===== config.mk =====
export PLATFORM = sky130hd
export DESIGN_NAME = deadtime_l1
export DESIGN_NICKNAME = d
export VERILOG_FILES = /design/src/rtl/deadtime_l1.sv
export SDC_FILE = /design/constraint.sdc
export NUM_CORES = 1
export LEC_CHECK = 0
export CORE_UTILIZATION = 49
export CTS_BUF_LIST = sky130_fd_sc_hd__clkbuf_4
export DETAILED_ROUTE_END_ITERATION = 12
export GPL_ROUTABILITY_DRIVEN = 0
export PLACE_DENSITY = 0.79
export RECOVER_POWER = 50
export SYNTH_ARGS = -nofsm -noshare
export SYNTH_HDL_FRONTEND = slang
export SYNTH_SLANG_ARGS = --single-unit

===== constraint.sdc =====
create_clock -name aclk -period 2 [get_ports aclk]
set_input_delay 0.4 -clock aclk [delete_from_list [all_inputs] [get_ports aclk]]
set_output_delay 0.4 -clock aclk [all_outputs]
set_load 0.1 [all_outputs]

===== src/rtl/deadtime_l1.sv =====
// rtl/deadtime_l1.sv - complementary gate command generator with break-before-make dead time
// Optional fault latch: define DT_FAULT_LATCH_EN to add fault_in/fault_clr/fault and the FAULT state.
module deadtime_l1 #(
  parameter int COUNT_WIDTH = 16
) (
  input  logic                   aclk,
  input  logic                   resetn,
  input  logic                   ce,
  input  logic                   enable,
  input  logic                   pwm_in,
  input  logic [COUNT_WIDTH-1:0] deadtime,
`ifdef DT_FAULT_LATCH_EN
  input  logic                   fault_in,
  input  logic                   fault_clr,
  output logic                   fault,
`endif
  output logic                   s_hi,
  output logic                   s_lo,
  output logic [2:0]             state
);

  typedef enum logic [2:0] {
    ST_OFF   = 3'd0,
    ST_DT_HI = 3'd1,
    ST_HI    = 3'd2,
    ST_DT_LO = 3'd3,
    ST_LO    = 3'd4,
    ST_FAULT = 3'd5
  } state_t;

  localparam logic [COUNT_WIDTH-1:0] CNT_ONE  = {{(COUNT_WIDTH-1){1'b0}}, 1'b1};
  localparam logic [COUNT_WIDTH-1:0] CNT_ZERO = '0;

  state_t                 cur_state;
  state_t                 nxt_state;
  logic [COUNT_WIDTH-1:0] cnt;
  logic [COUNT_WIDTH-1:0] cnt_nxt;

  assign state = cur_state;

  // Next-state and dead-time counter: enable gates everything, glitches collapse back to the
  // side that was already on, and the counter only moves on ce ticks and stops at zero.
  always_comb begin
    nxt_state = cur_state;
    cnt_nxt   = cnt;
    if (!enable) begin
      nxt_state = ST_OFF;
    end else begin
      case (cur_state)
        ST_OFF: begin
          cnt_nxt   = deadtime;
          nxt_state = pwm_in ? ST_DT_HI : ST_DT_LO;
        end
        ST_LO: begin
          if (pwm_in) begin
            cnt_nxt   = deadtime;
            nxt_state = ST_DT_HI;
          end
        end
        ST_HI: begin
          if (!pwm_in) begin
            cnt_nxt   = deadtime;
            nxt_state = ST_DT_LO;
          end
        end
        ST_DT_HI: begin
          if (!pwm_in) begin
            nxt_state = ST_LO;
          end else if (cnt == CNT_ZERO) begin
            nxt_state = ST_HI;
          end else if (ce) begin
            cnt_nxt = cnt - CNT_ONE;
          end
        end
        ST_DT_LO: begin
          if (pwm_in) begin
            nxt_state = ST_HI;
          end else if (cnt == CNT_ZERO) begin
            nxt_state = ST_LO;
          end else if (ce) begin
            cnt_nxt = cnt - CNT_ONE;
          end
        end
        default: begin
          nxt_state = ST_OFF;
        end
      endcase
    end
`ifdef DT_FAULT_LATCH_EN
    // The fault latch overrides everything above: a fault wins over enable and pwm_in,
    // and once latched only a clear with the fault source gone releases it.
    if (fault_in) begin
      nxt_state = ST_FAULT;
    end else if (cur_state == ST_FAULT) begin
      nxt_state = fault_clr ? ST_OFF : ST_FAULT;
    end
`endif
  end

  // State, counter and gate commands; outputs decode the next state so they line up with it.
  always_ff @(posedge aclk or negedge resetn) begin
    if (!resetn) begin
      cur_state <= ST_OFF;
      cnt       <= CNT_ZERO;
      s_hi      <= 1'b0;
      s_lo      <= 1'b0;
`ifdef DT_FAULT_LATCH_EN
      fault     <= 1'b0;
`endif
    end else begin
      cur_state <= nxt_state;
      cnt       <= cnt_nxt;
      s_hi      <= (nxt_state == ST_HI);
      s_lo      <= (nxt_state == ST_LO);
`ifdef DT_FAULT_LATCH_EN
      fault     <= (nxt_state == ST_FAULT);
`endif
    end
  end

endmodule

==> key figures <==
Status
  – Status: finished with violations
  – Failing checks: setup timing

Global route
  – Global-route wire length before repair: 8360 µm
  – Pin count of the biggest net entering global routing: 22
  – Met2 global-route usage: 59.6%
  – Met3 Usage GRT: 6.05%
  – Initial antenna violation count: 0
  – Most used routing layer: met2
  – Remaining global-route overflow: 0
  – Number of global-route vias before repair: 1,835
  – Global Route met1 Usage: 40.7%
  – Global-route usage over all layers: 34.5%

Floorplan
  – Top-level I/O count: 26
  – Core outline area: 0.00273 mm²
  – Effective utilization at floorplan: 51.6%
  – Die area: 0.00310 mm²
  – Height of the die: 55.7 µm
  – X dimension of the die: 55.7 µm
  – Site Rows: 19

Synth
  – Most instantiated library cell after synthesis: sky130_fd_sc_hd__dfrtp_1
  – Leading post-synthesis cells by instance count: 21 x sky130_fd_sc_hd__dfrtp_1, 15 x sky130_fd_sc_hd__a21oi_1, 15 x sky130_fd_sc_hd__nor2_1, 13 x sky130_fd_sc_hd__nand2_1, 7 x sky130_fd_sc_hd__nor2b_1
  – Post-synth net total: 187
  – Summed instance area of the synthesized netlist: 0.00141 mm²
  – Number of warnings issued by yosys: 0
  – Async set-or-reset flop fraction in the synthesized netlist: 100%
  – Cells after synthesis: 164
  – EDFF count, synth: 0
  – Avg Inst Size Synth: 8.61 µm²
  – Most instantiated flip-flop cell in the synthesis netlist: sky130_fd_sc_hd__dfrtp_1
  – Number of storage elements in the synthesis netlist: 21
  – Share of the yosys chip area belonging to registers: 37.2%
  – Top post-synthesis cells by area: sky130_fd_sc_hd__dfrtp_1 37%, sky130_fd_sc_hd__a21oi_1 5.3%, sky130_fd_sc_hd__nor2_1 4.0%, sky130_fd_sc_hd__nand2_1 3.5%, sky130_fd_sc_hd__nor2b_1 3.1%
  – Fraction of synthesized cell area taken by the top area cell type: 37.2%
  – Cell type contributing the most total cell area after synthesis: sky130_fd_sc_hd__dfrtp_1
  – Distinct cell type count of the synthesized netlist: 53

Clock network
  – Clock transition at the registers of the reported paths: 0.13 ns
  – Clk Latency, worst-skew pair: 0.33 ns
  – CTS Hold Buffers Added: 0
  – Number of clock sinks seen by CTS: 21
  – H-tree level count: 1
  – Largest buffer count on any clock path: 2
  – CTS tree: built
  – Clock root buffer: sky130_fd_sc_hd__clkbuf_4
  – CTS buffer count: 3

Routing
  – Drt total wl: 5420 µm
  – Routed via count: 1,801
  – Remaining design rule violation count: 0
  – 1st-pass router iterations: 6
  – Starting DRT DRC Count: 79
  – Wire length per cell after detailed routing: 20.2 µm
  – Antenna viol nets, final: 0
  – Average via count per standard cell: 6.72

Setup path
  – Kind of critical path: flip-flop to flip-flop
  – Arrival time of data at the critical path endpoint: 2.36 ns
  – Slowest-stage cell, CP: sky130_fd_sc_hd__or4b_4
  – Worst-path maximum fanout: 5
  – Largest stage delay on the critical path: 0.48 ns
  – Critical-path cell list: inv_2 > ha_4 > or4b_4 > nand4bb_4 > a31oi_4 > buf_6 > o21bai_1 > a21boi_2
  – Crit path required time: 2.23 ns
  – Startpoint kind of the worst setup timing path: flip-flop
  – Critical path capture point type: flip-flop

STA
  – Highest attainable clock frequency: 470 MHz
  – Setup violations, final: 16
  – Final period utilization: 106%
  – Worst slew margin relative to its limit: 18.6%
  – Post-route setup slack: -0.126 ns
  – Max-slew violation count: 0
  – Unrepaired setup endpoints after global routing: yes
  – Worst slew pin tran: 1.22 ns
  – Setup clock skew after layout: 0.00383 ns
  – Final-layout worst hold slack: 0.575 ns
  – Hold Violations, Final: 0
  – Time the final worst path needs with I/O delays and setup: 2.13 ns

Placement
  – HPWL after DPL: 3210 µm
  – Placement-stage worst setup slack: -0.284 ns
  – Count of port buffers added during placement: 25

Finish
  – Filler instances: 140
  – Layout overhead on the synthesized area: 66.8%
  – Antenna diode count: 0
  – Final-stage net count: 261
  – Post-layout util: 86.1%
  – Share of cells above drive strength 1: 42.6%

Power and ir drop
  – Total power: 1.88 mW
  – Total leakage power: 0.961 nW
  – Maximum resistive drop on vdd: 0.000886 V
  – Power per Cell Area: 800 mW/mm²

Job
  – Number of violations of the max-capacitance limit: 0

Hold path
  – Hold WC Path Type: flip-flop to flip-flop
==> cell families (layout without fill, tap and decap cells) <==
kind of cell | after synthesis | in the layout | synth area share, %
buf+inv | 13 | 86 | 3.90
mux | 3 | 3 | 2.22
xor+xnor | 1 | 1 | 0.621
flops | 21 | 21 | 37.2
compound gates | 50 | 50 | 24.7
fa+ha+maj | 2 | 2 | 1.77
simple gates | 74 | 74 | 29.5
==> report_power, final <==
group          total [mW]  switching [mW]  internal, mW
logic                1.01           0.525         0.488
registers           0.630          0.0983         0.532
clock network       0.242           0.150        0.0919
==> stage by stage <==
step	std cells	cell area [µm²]	TNS (ns)
finish	268	2350	-1.10
global route	268	2350	-2.14
CTS	266	2240	-0.237
detailed placement	257	2020	-3.04
global placement	257	2020	-1.50
floorplan	164	1430	0
==> layout make-up <==
type	instances	area (µm²)	share of cell area, %
inverter	5	18.8	0.797
clock buffer	4	30.0	1.28
sequential	21	529	22.5
tap	31	38.8	1.65
timing repair buffer	77	681	28.9
multi-input combinational	130	1060	44.9
==> sequential cells by signal (all words and copies together), names as in the netlist <==
signal / flops
cnt: 16
state: 3
s_lo: 1
s_hi: 1
==> critical path: cells and delay by family (launching register included) <==
kind | cells | cell delay, ns
AOI/OAI and AO/OA | 3 | 0.47
adders and majority gates | 1 | 0.12
buffers and inverters | 2 | 0.24
DFF | 1 | 0.42
and+or+nand+nor | 2 | 0.78
==> per-layer routing <==
| layer | wire, µm | share of wire, % |
|---|---|---|
| met5 | 0 | 0 |
| met2 | 2640 | 49 |
| met3 | 415 | 7.7 |
| met1 | 2100 | 39 |
| met4 | 264 | 4.9 |
==> path summary, 6_finish.rpt <==
check	to	start	slack [ns]	depth (start not counted)
max in group asynchronous	state[0]$_DFF_PN0_	resetn	0.37	2
hold reg to reg	cnt[15]$_DFFE_PN0P_	cnt[15]$_DFFE_PN0P_	0.57	2
min in group asynchronous	cnt[15]$_DFFE_PN0P_	resetn	0.82	2
setup / recovery	cnt[14]$_DFFE_PN0P_	cnt[1]$_DFFE_PN0P_	-0.13	8
hold / removal	cnt[15]$_DFFE_PN0P_	cnt[15]$_DFFE_PN0P_	0.57	2
setup reg to reg	cnt[14]$_DFFE_PN0P_	cnt[1]$_DFFE_PN0P_	-0.13	8
==> timing repair <==
item | in CTS | in global routing
gates resized for setup | 29 | 20
cloned | 0 | 0
setup buffers | 5 | 2
setup endpoints to repair | 19 | 21
pin swaps | 17 | 6
==> cells in the final DEF (no fill, tap or decap), drive strengths merged, types with 6 or more instances in the layout <==
| cell type | Yosys | layout |
|---|---|---|
| nand3 | 6 | 6 |
| clkdlybuf4s50 | 0 | 19 |
| nor2 | 15 | 15 |
| a21oi | 15 | 15 |
| nor2b | 7 | 7 |
| dfrtp | 21 | 21 |
| buf | 3 | 56 |
| nand2 | 13 | 13 |
(Power assumes the default switching activity.)
